[src/rtl/ex_mem_stage.sv]
// EX->MEM pipeline register with a 2-entry skid buffer so in_ready is a pure flop output.
// Optional forwarding source enabled by defining EX_MEM_FWD_EN.
module ex_mem_stage #(
  parameter int XLEN    = 32,
  parameter int RADDR_W = 5
) (
  input  logic               clk,
  input  logic               rst,
  input  logic               flush,
  input  logic               in_valid,
  output logic               in_ready,
  input  logic [XLEN-1:0]    in_alu_out,
  input  logic [XLEN-1:0]    in_rs2,
  input  logic [RADDR_W-1:0] in_rd,
  input  logic               in_reg_write,
  input  logic               in_mem_read,
  input  logic               in_mem_write,
  input  logic [2:0]         in_funct3,
  output logic               out_valid,
  input  logic               out_ready,
  output logic [XLEN-1:0]    out_alu_out,
  output logic [XLEN-1:0]    out_rs2,
  output logic [RADDR_W-1:0] out_rd,
  output logic               out_reg_write,
  output logic               out_mem_read,
  output logic               out_mem_write,
  output logic [2:0]         out_funct3,
  output logic               fwd_valid,
  output logic [RADDR_W-1:0] fwd_rd,
  output logic [XLEN-1:0]    fwd_data
);

  // state | meaning
  // EMPTY | no entry held; out_valid=0
  // ONE   | MAIN holds the head entry; SKID unused
  // TWO   | MAIN = head, SKID = next; in_ready=0
  typedef enum logic [1:0] {
    EMPTY = 2'd0,
    ONE   = 2'd1,
    TWO   = 2'd2
  } state_t;

  typedef struct packed {
    logic [XLEN-1:0]    alu_out;
    logic [XLEN-1:0]    rs2;
    logic [RADDR_W-1:0] rd;
    logic               reg_write;
    logic               mem_read;
    logic               mem_write;
    logic [2:0]         funct3;
  } entry_t;

  state_t state;
  entry_t main_q;
  entry_t skid_q;
  entry_t cap;
  logic   in_xfer;
  logic   out_xfer;

  assign in_xfer  = in_valid & in_ready;
  assign out_xfer = out_valid & out_ready;

  // x0 is never written, so the write enable is dropped as the entry is captured
  always_comb begin
    cap.alu_out   = in_alu_out;
    cap.rs2       = in_rs2;
    cap.rd        = in_rd;
    cap.reg_write = in_reg_write & (in_rd != '0);
    cap.mem_read  = in_mem_read;
    cap.mem_write = in_mem_write;
    cap.funct3    = in_funct3;
  end

  always_ff @(posedge clk or posedge rst) begin
    if (rst) begin
      state     <= EMPTY;
      main_q    <= '0;
      skid_q    <= '0;
      in_ready  <= 1'b1;
      out_valid <= 1'b0;
    end else if (flush) begin
      state     <= EMPTY;
      main_q    <= '0;
      in_ready  <= 1'b1;
      out_valid <= 1'b0;
    end else begin
      unique case (state)
        EMPTY: begin
          if (in_xfer) begin
            main_q    <= cap;
            state     <= ONE;
            out_valid <= 1'b1;
          end
        end
        ONE: begin
          if (in_xfer && out_xfer) begin
            main_q <= cap;
          end else if (in_xfer) begin
            skid_q   <= cap;
            state    <= TWO;
            in_ready <= 1'b0;
          end else if (out_xfer) begin
            // clearing MAIN keeps the control outputs low while nothing is valid
            main_q    <= '0;
            state     <= EMPTY;
            out_valid <= 1'b0;
          end
        end
        TWO: begin
          if (out_xfer) begin
            main_q   <= skid_q;
            state    <= ONE;
            in_ready <= 1'b1;
          end
        end
        default: begin
          state     <= EMPTY;
          main_q    <= '0;
          in_ready  <= 1'b1;
          out_valid <= 1'b0;
        end
      endcase
    end
  end

  assign out_alu_out   = main_q.alu_out;
  assign out_rs2       = main_q.rs2;
  assign out_rd        = main_q.rd;
  assign out_reg_write = main_q.reg_write;
  assign out_mem_read  = main_q.mem_read;
  assign out_mem_write = main_q.mem_write;
  assign out_funct3    = main_q.funct3;

`ifdef EX_MEM_FWD_EN
  // loads have no value yet in this stage, so they cannot be a bypass source
  assign fwd_valid = out_valid & main_q.reg_write & ~main_q.mem_read;
  assign fwd_rd    = main_q.rd;
  assign fwd_data  = main_q.alu_out;
`else
  assign fwd_valid = 1'b0;
  assign fwd_rd    = '0;
  assign fwd_data  = '0;
`endif

endmodule

[config.mk]
export PLATFORM = sky130hd
export DESIGN_NAME = ex_mem_stage
export DESIGN_NICKNAME = d
export VERILOG_FILES = /design/src/rtl/ex_mem_stage.sv
export SDC_FILE = /design/constraint.sdc
export NUM_CORES = 1
export LEC_CHECK = 0
export BUFFER_PORTS_ARGS = -buffer_cell sky130_fd_sc_hd__buf_4
export CORE_MARGIN = 4
export CORE_UTILIZATION = 52
export DETAILED_ROUTE_END_ITERATION = 16
export PLACE_DENSITY = 0.84
export SYNTH_ARGS = -nofsm -noshare
export SYNTH_HDL_FRONTEND = slang
export SYNTH_SLANG_ARGS = --single-unit
[constraint.sdc]
create_clock -name clk -period 5.75 [get_ports clk]
set_input_delay 0.2875 -clock clk [delete_from_list [all_inputs] [get_ports clk]]
set_output_delay 0.2875 -clock clk [all_outputs]
set_load 0.05 [all_outputs]
**Yosys cells after proc, flatten, opt, wreduce, memory -nomap -nowiden**

Cells that the tools add are included.

- Eq/ne operators: 13
- Bitwise gates (word level): 5
- Muxes and demuxes: 25
- Reduce and logical (&&, ||, !) cells: 8

Operator list:

| kind | number |
|---|---|
| $mux 75 | 6 |
| $pmux 75 s3 | 1 |
| $ne 3x3->1 const B | 6 |
| $reduce_and 4->1 | 4 |
| $mux 2 | 6 |
| $ne 4x4->1 const B | 3 |
| $mux 1 | 9 |
| $pmux 1 s3 | 2 |
| $pmux 2 s3 | 1 |
| $reduce_and 5->1 | 1 |
| $reduce_bool 5->1 | 1 |
| $ne 2x2->1 const B | 2 |
| $and 1x1->1 | 3 |
| $eq 2x1->1 const B | 1 |
| $eq 2x2->1 const B | 1 |
| $logic_not 2->1 | 1 |
| $not 1->1 | 2 |
| $logic_and 1x1->1 | 1 |

- Bits in registers: 154
- Word-level logic and storage cells: 68
- Output and inout bits: 115

**Depth between registers and ports, before layout**

- Depth in word-level cells: 6
- Mapped depth: 7
- Mapped depth without buffers: 4

**Least setup slack after synthesis**

OpenSTA, ideal clock, no wires.

- Kind: flip-flop to flip-flop
- Start point: register out_valid
- End point: register skid_q[2] (netlist name)
- Arrival: 1.865 ns
- Slack: 3.757 ns
- Cell stages (with the launch flop): 6
- Period minus slack after synthesis: 1.993 ns
- Library setup time: 0.127 ns
- Buffers on the path: 2
- Cell sequence: dfrtp_1 -> and2_1 -> nor4_4 -> buf_4 -> buf_6 -> mux2_1

- Word-level cells in the longest chain between the ends: 4

RTL lines:

| element | RTL line | RTL |
|---|---|---|
| from (decl) | 19 | `output logic out_valid,` |
| from (signal assigned) | 80 | `out_valid <= 1'b0;` |
| from (signal assigned) | 85 | `out_valid <= 1'b0;` |
| from (signal assigned) | 92 | `out_valid <= 1'b1;` |
| $and 1x1->1 | 61 | `assign out_xfer = out_valid & out_ready;` |
| $logic_and 1x1->1 | 96 | `if (in_xfer && out_xfer) begin` |
| $not 1->1 (no source line) | -- |  |
| $reduce_and 4->1 (no source line) | -- |  |
| to (signal assigned) | 99 | `skid_q <= cap;` |
| to (decl) | 55 | `entry_t skid_q;` |

Every way passes these cells.
A chain may end at the register's enable or synchronous reset.

**Final worst setup path**

- Start point: register in_ready
- End point: register main_q (netlist bit out_alu_out[29])

- Word-level cells in the longest chain between the ends: 5

RTL lines:

| element | RTL line | RTL |
|---|---|---|
| from (decl) | 11 | `output logic in_ready,` |
| from (signal assigned) | 79 | `in_ready <= 1'b1;` |
| from (signal assigned) | 84 | `in_ready <= 1'b1;` |
| from (signal assigned) | 101 | `in_ready <= 1'b0;` |
| $and 1x1->1 (*) | 60 | `assign in_xfer = in_valid & in_ready;` |
| $logic_and 1x1->1 | 96 |  |
| $mux 75 | 96 |  |
| $pmux 75 s3 | 87 | `unique case (state)` |
| $mux 75 | 81 | `end else if (flush) begin` |
| to (signal assigned) | 90 | `main_q <= cap;` |
| to (signal assigned) | 97 | `main_q <= cap;` |
| to (signal assigned) | 111 | `main_q <= skid_q;` |
| to (decl) | 54 | `entry_t main_q;` |

Mark *: on every way between the ends. The rest lies on a longest branch, timed or not.

==> impl_results.md <==
* Worst Path Max Fanout at 38
* CTS hold repair buffers at 1
* Sum Neg Setup Slack at 0 ps
* Routed vias/inst at ~5.5
* Net Sw Power at ~0.0012 W
* Total gr overflow at 0
* Main synth FF type: dfrtp_1
* Avg WL per Cell at 17.3 microns
* Fin. Hold Viols at 0
* H-tree depth at 4
* R2R depth at 5
* PortBufs at approximately 160
* Seq cells post-synth at roughly 150
* Ant. Diodes at 0
* Slew HR at 0.266
* Netlist cell types at 35
* Starting Density at 0.532
* Critical Path Stages at 5
* Critical Path Sink Type: flop
* Die width at roughly 120 microns
* Top delay family on crit path: compound AO/OA/AOI/OAI gates
* DR iter-0 viols at around 460
* Skew final at between 5 and 6 ps
* Post-cts sizing count at 0
* Slew Limit Fails at 0
* Crit path to: out_alu_out[29]
* CP max stage cell: a21oi_4
* WP buf/inv at 1
* Switching Fraction at 0.333
* Tmin final at roughly 2700 ps
* Worst path arrival time at between 2000 and 3000 ps
* DRT Wirelength at about 15000 microns
* Clock tree from TritonCTS: built
* Worst-Skew Late Latency at between 400 and 500 ps
* Drt drc at 0
* Avg Cell Area, Syn at approximately 12 sq um
* Max-Cap Viols at 0
* Routed via count at between 4000 and 5000
* Die ar. at around 15000 sq um
* Max incr delay on CP at ~860 ps
* CTS root buf: clkbuf_16
* Int Pwr at about 0.0025 W
* First-pass GRT wire length at around 25000 microns
* Setup Fix Bufs, Post-CTS at 0
* Setup crit start kind: flop
* Worst setup startpoint: in_ready
* R2r setup slk at 3090 ps
* Pleak at about 4.0 nW
* Layout cells sized above 1 at 0.325
* CP Cell Sequence: nand4_1, a21oi_4, buf_4, a22oi_1, o21ai_0
* RR Startpoint: in_ready
* Sink Count at about 150
* Max Root-Sink Buffers at 2
* YS warnings at 0
* Hold_sp: in_mem_write
* Core area at 12600 sq um
* Design Area, Final at 8370 sq um
* Antenna violations before repair at 0
* Netlist area before placement at roughly 6700 sq um
* Clock slew at reported path FFs at roughly 60 ps
* PD cells at 446 nW/um^2
* Clk network pwr share at 0.292
* Max VDD drop at approximately 240 uV
* GRT Total Usage at 0.216
* Part of the power in combinational logic at 0.274
* Hold WC Path Type: in -> reg
* GPL Wtd Cong at 0.810
* Nets at 791
* Async SR Flop Fraction at 1.00
* EDFF count, synth at 0
* DP HPWL at 10100 microns
* Final setup viols at 0
* P&R area growth vs syn at 24.7%
* Sequential Power Share at 0.434
* Number of global-route vias before repair at roughly 5100
* Required @ worst endpoint at 6060 ps
* Mapped Cells at ~570
* Tcrit/Tclk final at 0.462
* RSZ-0062 raised after global routing: false
* Drt first pass iters at 5
* Seq/Total Area, Yosys at 0.575
* Worst slew pin tran at 1100 ps
* Largest net degree at the start of global routing at ~90
* Post-DP Area at 7780 sq um
* Antenna Violating Nets Remaining at 0
* Critical R2R Capture: out_alu_out[29]
* I/O pins at around 200
* Outcome: finished, final reports clean
* Critical path class: reg -> reg
* # rows at 41
* Num CTS Buffers at 17
* Die Y at between 100 and 150 microns
* Max Clk Rate at between 300 and 400 MHz
==> how the worst min path moves through the flow <==
stage,slack [ps],depth (start not counted),to
after floorplan,350,1,out_valid
after global placement,390,2,out_funct3[0]
after detailed placement,400,2,out_alu_out[30]
after CTS,80,2,state[0]
after global routing,90,2,state[0]
final,100,2,skid_q[3]
==> cells in the mapped netlist (2+ instances only) <==
cell	count	area share
a21o_1	2	0.0022
a21oi_1	7	0.0052
a22oi_1	74	0.083
buf_2	11	0.0082
buf_4	43	0.048
buf_6	9	0.015
clkbuf_1	17	0.0095
dfrtp_1	153	0.57
inv_1	4	0.0022
mux2_1	40	0.067
mux2_2	34	0.057
nand2_1	77	0.043
nand3_1	3	0.0022
nor2_1	3	0.0017
o21ai_0	41	0.031
o21ai_1	34	0.025
==> worst reg2reg max path, stage by stage (launching register included) <==
cell and delay, ps:
dfstp_2 580, nand4_1 190, a21oi_4 860, buf_4 550
a22oi_1 140, o21ai_0 230
==> flip-flops by register name, indices dropped and copies added, names as in the netlist, 2 cells and up <==
signal and cells:
out_alu_out 32, out_funct3 3, out_rd 5, out_rs2 32
skid_q 75, state 2
==> power groups by stage <==
stage               Sequential, W  Clock, W  Combinational, W
global placement          0.00160         0          0.000993
detailed placement        0.00162         0           0.00103
CTS                       0.00161   0.00111           0.00103
floorplan                 0.00183         0          0.000536
finish                    0.00162   0.00109           0.00102
global route              0.00166   0.00117           0.00110
==> placed cells by master (no fill, tap or decap), types with 2 or more instances in the layout <==
cell type and instances:
bufinv_16 2, a22oi_1 74, a21oi_1 6, a21o_1 2
buf_4 163, o21ai_0 41, mux2_1 40, clkinv_2 3
dfrtp_1 153, clkbuf_1 3, o21ai_1 34, conb_1 38
clkinvlp_4 2, inv_1 3, mux2_2 34, nor2_1 3
nand2_1 77, clkbuf_16 17, clkbuf_8 4, nand3_1 3
==> final cells by class <==
class                   instances  area [sq um]
well taps                     172           215
clock inverters                 7          90.1
clock buffers                  24           492
flip-flops and latches        154          3850
repair buffers                164          1230
inverters                       4          20.0
fillers                       958          4250
multi-input cells             370          2460
==> metal layers <==
layer	up-vias	track usage	wire length (microns)
met2	208	0.355	7830
met5	-	0	0
li1	2240	-	-
met3	38	0.0446	926
met1	2471	0.276	6340
met4	0	0.104	399
==> kinds of logic (layout without fill, tap and decap cells) <==
logic type             after synthesis  in the layout  synth area share
other                                1             38          0.000559
flip-flops                         154            154             0.575
AND/OR/NAND/NOR                     94             94            0.0636
multiplexers                        75             75             0.126
buffers and inverters               84            199            0.0832
AO/OA/AOI/OAI                      163            163             0.152
==> metrics by stage <==
| step | cells | worst slack, ps | hold slack, ps | utilization | power (W) |
|---|---|---|---|---|---|
| global placement | 863 | 3270 | 393 | 0.616 | 0.00259 |
| detailed placement | 863 | 3130 | 404 | 0.616 | 0.00265 |
| CTS | 895 | 3120 | 78.3 | 0.663 | 0.00376 |
| global route | 895 | 2940 | 85.8 | 0.663 | 0.00393 |
| floorplan | 608 | 1310 | 351 | - | 0.00236 |
| finish | 895 | 3090 | 101 | 0.663 | 0.00373 |
(Power assumes the default switching activity.)
